$ cat config.mk
export PLATFORM = sky130hd
export DESIGN_NAME = pi_pipeline_mc
export DESIGN_NICKNAME = d
export VERILOG_FILES = /design/src/rtl/pi_pipeline_mc.sv
export SDC_FILE = /design/constraint.sdc
export NUM_CORES = 2
export LEC_CHECK = 0
export ABC_AREA = 1
export BUFFER_PORTS_ARGS = -buffer_cell sky130_fd_sc_hd__buf_2
export CORE_MARGIN = 3
export CORE_UTILIZATION = 65
export CTS_BUF_LIST = sky130_fd_sc_hd__clkbuf_2
export DETAILED_ROUTE_END_ITERATION = 10
export GPL_TIMING_DRIVEN = 1
export HOLD_SLACK_MARGIN = 0.08
export PLACE_DENSITY_LB_ADDON = 0.25
export SLEW_MARGIN = 20
export SYNTH_ARGS = -nofsm -noshare
export SYNTH_HDL_FRONTEND = slang
export SYNTH_SLANG_ARGS = --single-unit
$ cat constraint.sdc
create_clock -name i_clk -period 33.4 [get_ports i_clk]
set_input_delay 5.01 -clock i_clk [delete_from_list [all_inputs] [get_ports i_clk]]
set_output_delay 5.01 -clock i_clk [all_outputs]
set_load 0.01 [all_outputs]
$ cat src/rtl/pi_pipeline_mc.sv
// pi_pipeline_mc: multi-channel fixed-point PI controller, 4-stage pipeline.
// Each accepted sample forms err = actual - setpoint, updates that channel's
// stored integral (saturating), and produces
//   out = sat((kp*err + ki*integral) >>> FRAC_BITS).
// Ports:
//   i_clk, i_rst             clock (rising edge), async active-high reset
//   i_valid, i_channel       sample strobe and channel (>= CHANNELS dropped)
//   i_setpoint, i_actual     signed operands
//   i_kp, i_ki               signed gains, Q(FRAC_BITS)
//   i_hold                   integral not updated for this sample
//   i_clear                  zero all stored integrals
//   o_valid, o_channel       result strobe and channel
//   o_out, o_sat             saturated output, clamp flag
//   o_integral               updated integral of that channel
module pi_pipeline_mc #(
    parameter int unsigned INPUT_WIDTH    = 18,
    parameter int unsigned INTEGRAL_WIDTH = 32,
    parameter int unsigned OUTPUT_WIDTH   = 32,
    parameter int unsigned FRAC_BITS      = 10,
    parameter int unsigned CHANNELS       = 4,
    parameter int unsigned CH_WIDTH       = 2
) (
    input  logic                      i_clk,
    input  logic                      i_rst,
    input  logic                      i_valid,
    input  logic [CH_WIDTH-1:0]       i_channel,
    input  logic [INPUT_WIDTH-1:0]    i_setpoint,
    input  logic [INPUT_WIDTH-1:0]    i_actual,
    input  logic [INPUT_WIDTH-1:0]    i_kp,
    input  logic [INPUT_WIDTH-1:0]    i_ki,
    input  logic                      i_hold,
    input  logic                      i_clear,
    output logic                      o_valid,
    output logic [CH_WIDTH-1:0]       o_channel,
    output logic [OUTPUT_WIDTH-1:0]   o_out,
    output logic [INTEGRAL_WIDTH-1:0] o_integral,
    output logic                      o_sat
);

    localparam int unsigned ERR_W = INPUT_WIDTH + 1;
    localparam int unsigned P_W   = 2 * INPUT_WIDTH + 1;
    localparam int unsigned I_W   = INPUT_WIDTH + INTEGRAL_WIDTH;
    localparam int unsigned S_W   = ((P_W > I_W) ? P_W : I_W) + 1;
    localparam int unsigned A_W   = INTEGRAL_WIDTH + 1;

    localparam logic [INTEGRAL_WIDTH-1:0] INT_POS = {1'b0, {(INTEGRAL_WIDTH-1){1'b1}}};
    localparam logic [INTEGRAL_WIDTH-1:0] INT_NEG = ~INT_POS;
    localparam logic signed [S_W-1:0] OUT_MAX = S_W'({1'b0, {(OUTPUT_WIDTH-1){1'b1}}});
    localparam logic signed [S_W-1:0] OUT_MIN = ~OUT_MAX;

    // Per-channel integral storage
    logic signed [INTEGRAL_WIDTH-1:0] integ_mem [CHANNELS];

    // S0 registers
    logic                             s0_valid;
    logic [CH_WIDTH-1:0]              s0_ch;
    logic signed [ERR_W-1:0]          s0_err;
    logic signed [INPUT_WIDTH-1:0]    s0_kp;
    logic signed [INPUT_WIDTH-1:0]    s0_ki;
    logic                             s0_hold;

    // S1 registers
    logic                             s1_valid;
    logic [CH_WIDTH-1:0]              s1_ch;
    logic signed [ERR_W-1:0]          s1_err;
    logic signed [INPUT_WIDTH-1:0]    s1_kp;
    logic signed [INPUT_WIDTH-1:0]    s1_ki;
    logic signed [INTEGRAL_WIDTH-1:0] s1_int;

    // S2 registers
    logic                             s2_valid;
    logic [CH_WIDTH-1:0]              s2_ch;
    logic signed [P_W-1:0]            s2_p;
    logic signed [I_W-1:0]            s2_i;
    logic signed [INTEGRAL_WIDTH-1:0] s2_int;

    // Combinational stage results
    logic                             ch_ok_c;
    logic signed [ERR_W-1:0]          err_c;
    logic signed [INTEGRAL_WIDTH-1:0] int_rd_c;
    logic signed [A_W-1:0]            int_sum_c;
    logic signed [INTEGRAL_WIDTH-1:0] int_sat_c;
    logic signed [INTEGRAL_WIDTH-1:0] int_upd_c;
    logic signed [P_W-1:0]            p_c;
    logic signed [I_W-1:0]            i_c;
    logic signed [S_W-1:0]            sum_c;
    logic signed [S_W-1:0]            sh_c;
    logic [OUTPUT_WIDTH-1:0]          out_c;
    logic                             sat_c;

    // Datapath for all four stages
    always_comb begin
        ch_ok_c   = 1'b0;
        err_c     = '0;
        int_rd_c  = '0;
        int_sum_c = '0;
        int_sat_c = '0;
        int_upd_c = '0;
        p_c       = '0;
        i_c       = '0;
        sum_c     = '0;
        sh_c      = '0;
        out_c     = '0;
        sat_c     = 1'b0;

        // S0: error is one bit wider than the operands, so it cannot overflow
        ch_ok_c = (32'(i_channel) < CHANNELS);
        err_c   = ERR_W'($signed(i_actual)) - ERR_W'($signed(i_setpoint));

        // S1: read-modify-write of the integral within one cycle. The write lands
        // at the same edge the next sample enters S0->S1, so a back-to-back sample
        // on the same channel reads the freshly written value without a bypass mux.
        int_rd_c  = integ_mem[s0_ch];
        int_sum_c = A_W'(int_rd_c) + A_W'(s0_err);
        if (int_sum_c[A_W-1] != int_sum_c[A_W-2]) begin
            int_sat_c = int_sum_c[A_W-1] ? INT_NEG : INT_POS;
        end else begin
            int_sat_c = int_sum_c[INTEGRAL_WIDTH-1:0];
        end
        int_upd_c = s0_hold ? int_rd_c : int_sat_c;

        // S2: full-precision products
        p_c = P_W'(s1_kp) * P_W'(s1_err);
        i_c = I_W'(s1_ki) * I_W'(s1_int);

        // S3: sum, floor shift, clamp to output range
        sum_c = S_W'(s2_p) + S_W'(s2_i);
        sh_c  = sum_c >>> FRAC_BITS;
        if (sh_c > OUT_MAX) begin
            out_c = OUT_MAX[OUTPUT_WIDTH-1:0];
            sat_c = 1'b1;
        end else if (sh_c < OUT_MIN) begin
            out_c = OUT_MIN[OUTPUT_WIDTH-1:0];
            sat_c = 1'b1;
        end else begin
            out_c = sh_c[OUTPUT_WIDTH-1:0];
        end
    end

    // Integral storage; clear wins over the S1 write-back in the same cycle
    always_ff @(posedge i_clk or posedge i_rst) begin
        if (i_rst) begin
            for (int unsigned k = 0; k < CHANNELS; k++) begin
                integ_mem[k] <= '0;
            end
        end else if (i_clear) begin
            for (int unsigned k = 0; k < CHANNELS; k++) begin
                integ_mem[k] <= '0;
            end
        end else if (s0_valid && !s0_hold) begin
            integ_mem[s0_ch] <= int_sat_c;
        end
    end

    // Pipeline registers and registered outputs
    always_ff @(posedge i_clk or posedge i_rst) begin
        if (i_rst) begin
            s0_valid   <= 1'b0;
            s0_ch      <= '0;
            s0_err     <= '0;
            s0_kp      <= '0;
            s0_ki      <= '0;
            s0_hold    <= 1'b0;
            s1_valid   <= 1'b0;
            s1_ch      <= '0;
            s1_err     <= '0;
            s1_kp      <= '0;
            s1_ki      <= '0;
            s1_int     <= '0;
            s2_valid   <= 1'b0;
            s2_ch      <= '0;
            s2_p       <= '0;
            s2_i       <= '0;
            s2_int     <= '0;
            o_valid    <= 1'b0;
            o_channel  <= '0;
            o_out      <= '0;
            o_integral <= '0;
            o_sat      <= 1'b0;
        end else begin
            s0_valid <= i_valid && ch_ok_c;
            s0_ch    <= i_channel;
            s0_err   <= err_c;
            s0_kp    <= $signed(i_kp);
            s0_ki    <= $signed(i_ki);
            s0_hold  <= i_hold;

            s1_valid <= s0_valid;
            s1_ch    <= s0_ch;
            s1_err   <= s0_err;
            s1_kp    <= s0_kp;
            s1_ki    <= s0_ki;
            s1_int   <= int_upd_c;

            s2_valid <= s1_valid;
            s2_ch    <= s1_ch;
            s2_p     <= p_c;
            s2_i     <= i_c;
            s2_int   <= s1_int;

            o_valid  <= s2_valid;
            // Result fields hold their last value between results
            if (s2_valid) begin
                o_channel  <= s2_ch;
                o_out      <= out_c;
                o_integral <= s2_int;
                o_sat      <= sat_c;
            end
        end
    end

endmodule

==> impl_metrics.toml <==
[sta]
layout_min_cycle_time_ns = 6.92
maxSlewViolCount = 0
worst_slew_pin_slew_ns = 1.18
rsz_0062_raised_after_global_routing = "false"
setup-tns-final_ns = 0
final_hold_violating_endpoints = 0
timing.fmax_ghz = 0.144
final-setup-viol-count = 0
clock-skew-final_ns = 0.189
slew_headroom_pct = 21.6
finalCritPeriodShare_pct = 20.7

[clocking]
clock_tree.buffer_depth = 3
cts-htree-levels = 3
number_of_buffers_inserted_by_post_cts_setup_repair = 0
clock-sinks = 467
cts.hold.buffers_added = 0
cts_root_buf = "clkbuf_2"
cts_made_buffers = 113
tritoncts = "built"
clock_pin_transition_on_the_worst_setup_and_hold_timing_paths_ns = 0.11
cts_repair_resize_count = 0
clkLatencyLatePin_ns = 1.31

[die]
core_rows = 106
core_mm2 = 0.0841
dieArea_mm2 = 0.0888
dieWidth_um = 298
boundaryPins = 147
initial_core_util_pct = 65.9
die_h_um = 298

[synth]
post_synth_inst_count = 6764
portion_of_synthesized_cell_area_occupied_by_the_leading_cell_type_pct = 32.5
synth-seq-area-share_pct = 21.1
yosysTopAreaCell = "fa_1"
postSynth.asyncResetShare_pct = 100
ys_ff_latch = 467
syn_area_mm2 = 0.0555
yosys-top-cells-area = "fa_1, dfrtp_1, nand2_1, inv_1, ha_1"
synthDistinctLibCells = 56
synthFlopType = "dfrtp_1"
number_of_enable_type_register_cells_in_the_synthesized_netlist = 0
post_synthesis_area_per_instance_um2 = 8.20
synthesis.yosys.warnings = 0
synth_nets = 8058

[setup_path]
critPathCaptureType = "primary output"
timing.critical_path.from_type = "flop"
worst_path_largest_cell_delay_ns = 0.47
worst-path-buf-inv = 1
max_stage_delay_cell_worst_path = "dfrtp_1"
timing_worst_setup_path_type = "reg -> out"
cp_max_fo = 2
cp_cell_sequence = "buf_2"
path_delay_family = "flip-flops"
cp.arrival_ns = 1.91
worst_ep_required_time_ns = 28.39

[routing]
drt_pass1_iterations = 6
routed_wl_um = 143000
routedWlPerCell_um = 17.9
detail_route.drc_violations = 0
via_per_instance_ratio = 5.45
detail_route.iter0.violations = 3419
vias = 43700
final_antenna_violating_net_count = 0

[placed_design]
number_of_port_buffers = 146
place_hpwl_um = 111000
place_congestion = 0.952

[global_route]
grt_pass1_wl_um = 237000
antenna_found_initial = 4
grt.overflow.total = 0
number_of_global_route_vias_before_repair = 46200
globalRouteTotalUtil_pct = 33.5
pin_count_of_the_biggest_net_entering_global_routing = 124

[layout]
most-common-layout-cells = "nand2_1, inv_1, fa_1, dfrtp_1, ha_1"
area_growth_syn_to_layout_pct = 4.47
layout.cells.most_common = "nand2_1"
fin_nets = 8089
drive_gt1_share_pct = 6.93

[run]
cap_viol_max_count = 0

[run_status]
status = "finished, final reports clean"

[min_path]
type_of_the_tightest_min_delay_check = "reg -> reg"
## flip-flops by register name, summed over array words and instances, names as in the netlist, 2 cells and up
register,flops
s2_ch,2
s2_i,50
s0_ch,2
s1_int,32
s1_ch,2
s1_ki,18
o_out,32
s0_err,19
s1_kp,18
s2_int,32
s2_p,37
o_channel,2
integ_mem,128
o_integral,32
s0_kp,18
s0_ki,18
s1_err,19
## worst paths after layout
kind,slack (ns),endpoint,cells after the start,start
setup / recovery,26.48,o_integral[12],1,o_integral[12]
min in group asynchronous,3.88,s1_kp[0],2,i_rst
hold reg to reg,0.30,s1_ki[0],0,s0_ki[0]
setup reg to reg,26.55,s2_p[33],21,s1_kp[0]
max in group asynchronous,26.98,s1_ki[10],4,i_rst
hold / removal,0.30,s1_ki[0],0,s0_ki[0]
## layer usage
| layer | GRT usage, % | wire, um |
|---|---|---|
| met1 | 45.0 | 57400 |
| met2 | 54.3 | 66700 |
| met3 | 6.41 | 13100 |
| met4 | 13.3 | 6100 |
| met5 | 0 | 11 |
## kinds of logic (layout without fill, tap and decap cells)
logic type / after synthesis / in the layout / share of synthesized area [%]
flip-flops: 467 / 467 / 21.1
buffers and inverters: 1950 / 2079 / 13.3
XOR/XNOR: 167 / 167 / 2.65
adder cells (fa/ha/maj): 1215 / 1215 / 39.6
other: 0 / 1 / 0
AND/OR/NAND/NOR: 2384 / 2384 / 17.4
AO/OA/AOI/OAI: 581 / 581 / 5.95
## through the flow
step / hold slack [ns] / setup slack (ns) / util, % / cell area, um^2 / cells
after CTS: 0.292 / 26.34 / 68.9 / 57900 / 8027
final: 0.297 / 26.48 / 68.9 / 57900 / 8028
after detailed placement: 0.335 / 25.72 / 67.6 / 56800 / 7814
after global placement: 0.332 / 25.77 / 67.6 / 56800 / 7814
after global routing: 0.299 / 26.15 / 68.9 / 57900 / 8028
after floorplan: 0.331 / 15.37 / - / 55500 / 6764
## Yosys cell counts, types with 15 or more instances
library cell and n:
o21a_1 16, xor2_1 97, o21ai_0 120, a31oi_1 32
o21bai_1 25, or2_2 22, clkinv_1 20, nand4_1 27
a22oi_1 47, nand3_1 149, buf_1 21, xnor2_1 69
nor2_1 230, nand2_1 1837, o21ai_1 96, a21oi_1 203
fa_1 900, ha_1 315, nand2_2 40, nor2_2 15
inv_1 1656, nand3_2 16, nor3_1 27, clkbuf_1 223
dfrtp_1 467
## cell type report
class,instances,area (um^2)
Inverter,1687,6340
Clock buffer,156,781
Fill cell,6973,26200
Clock inverter,57,344
Antenna cell,1,2.50
Timing Repair Buffer,179,978
Multi-Input combinational cell,4347,36400
Sequential cell,467,11700
Tap cell,1134,1420
Power is left out: the tool's default activity adds up to more than one toggle a clock period on the data nets, which glitch-free logic cannot reach.
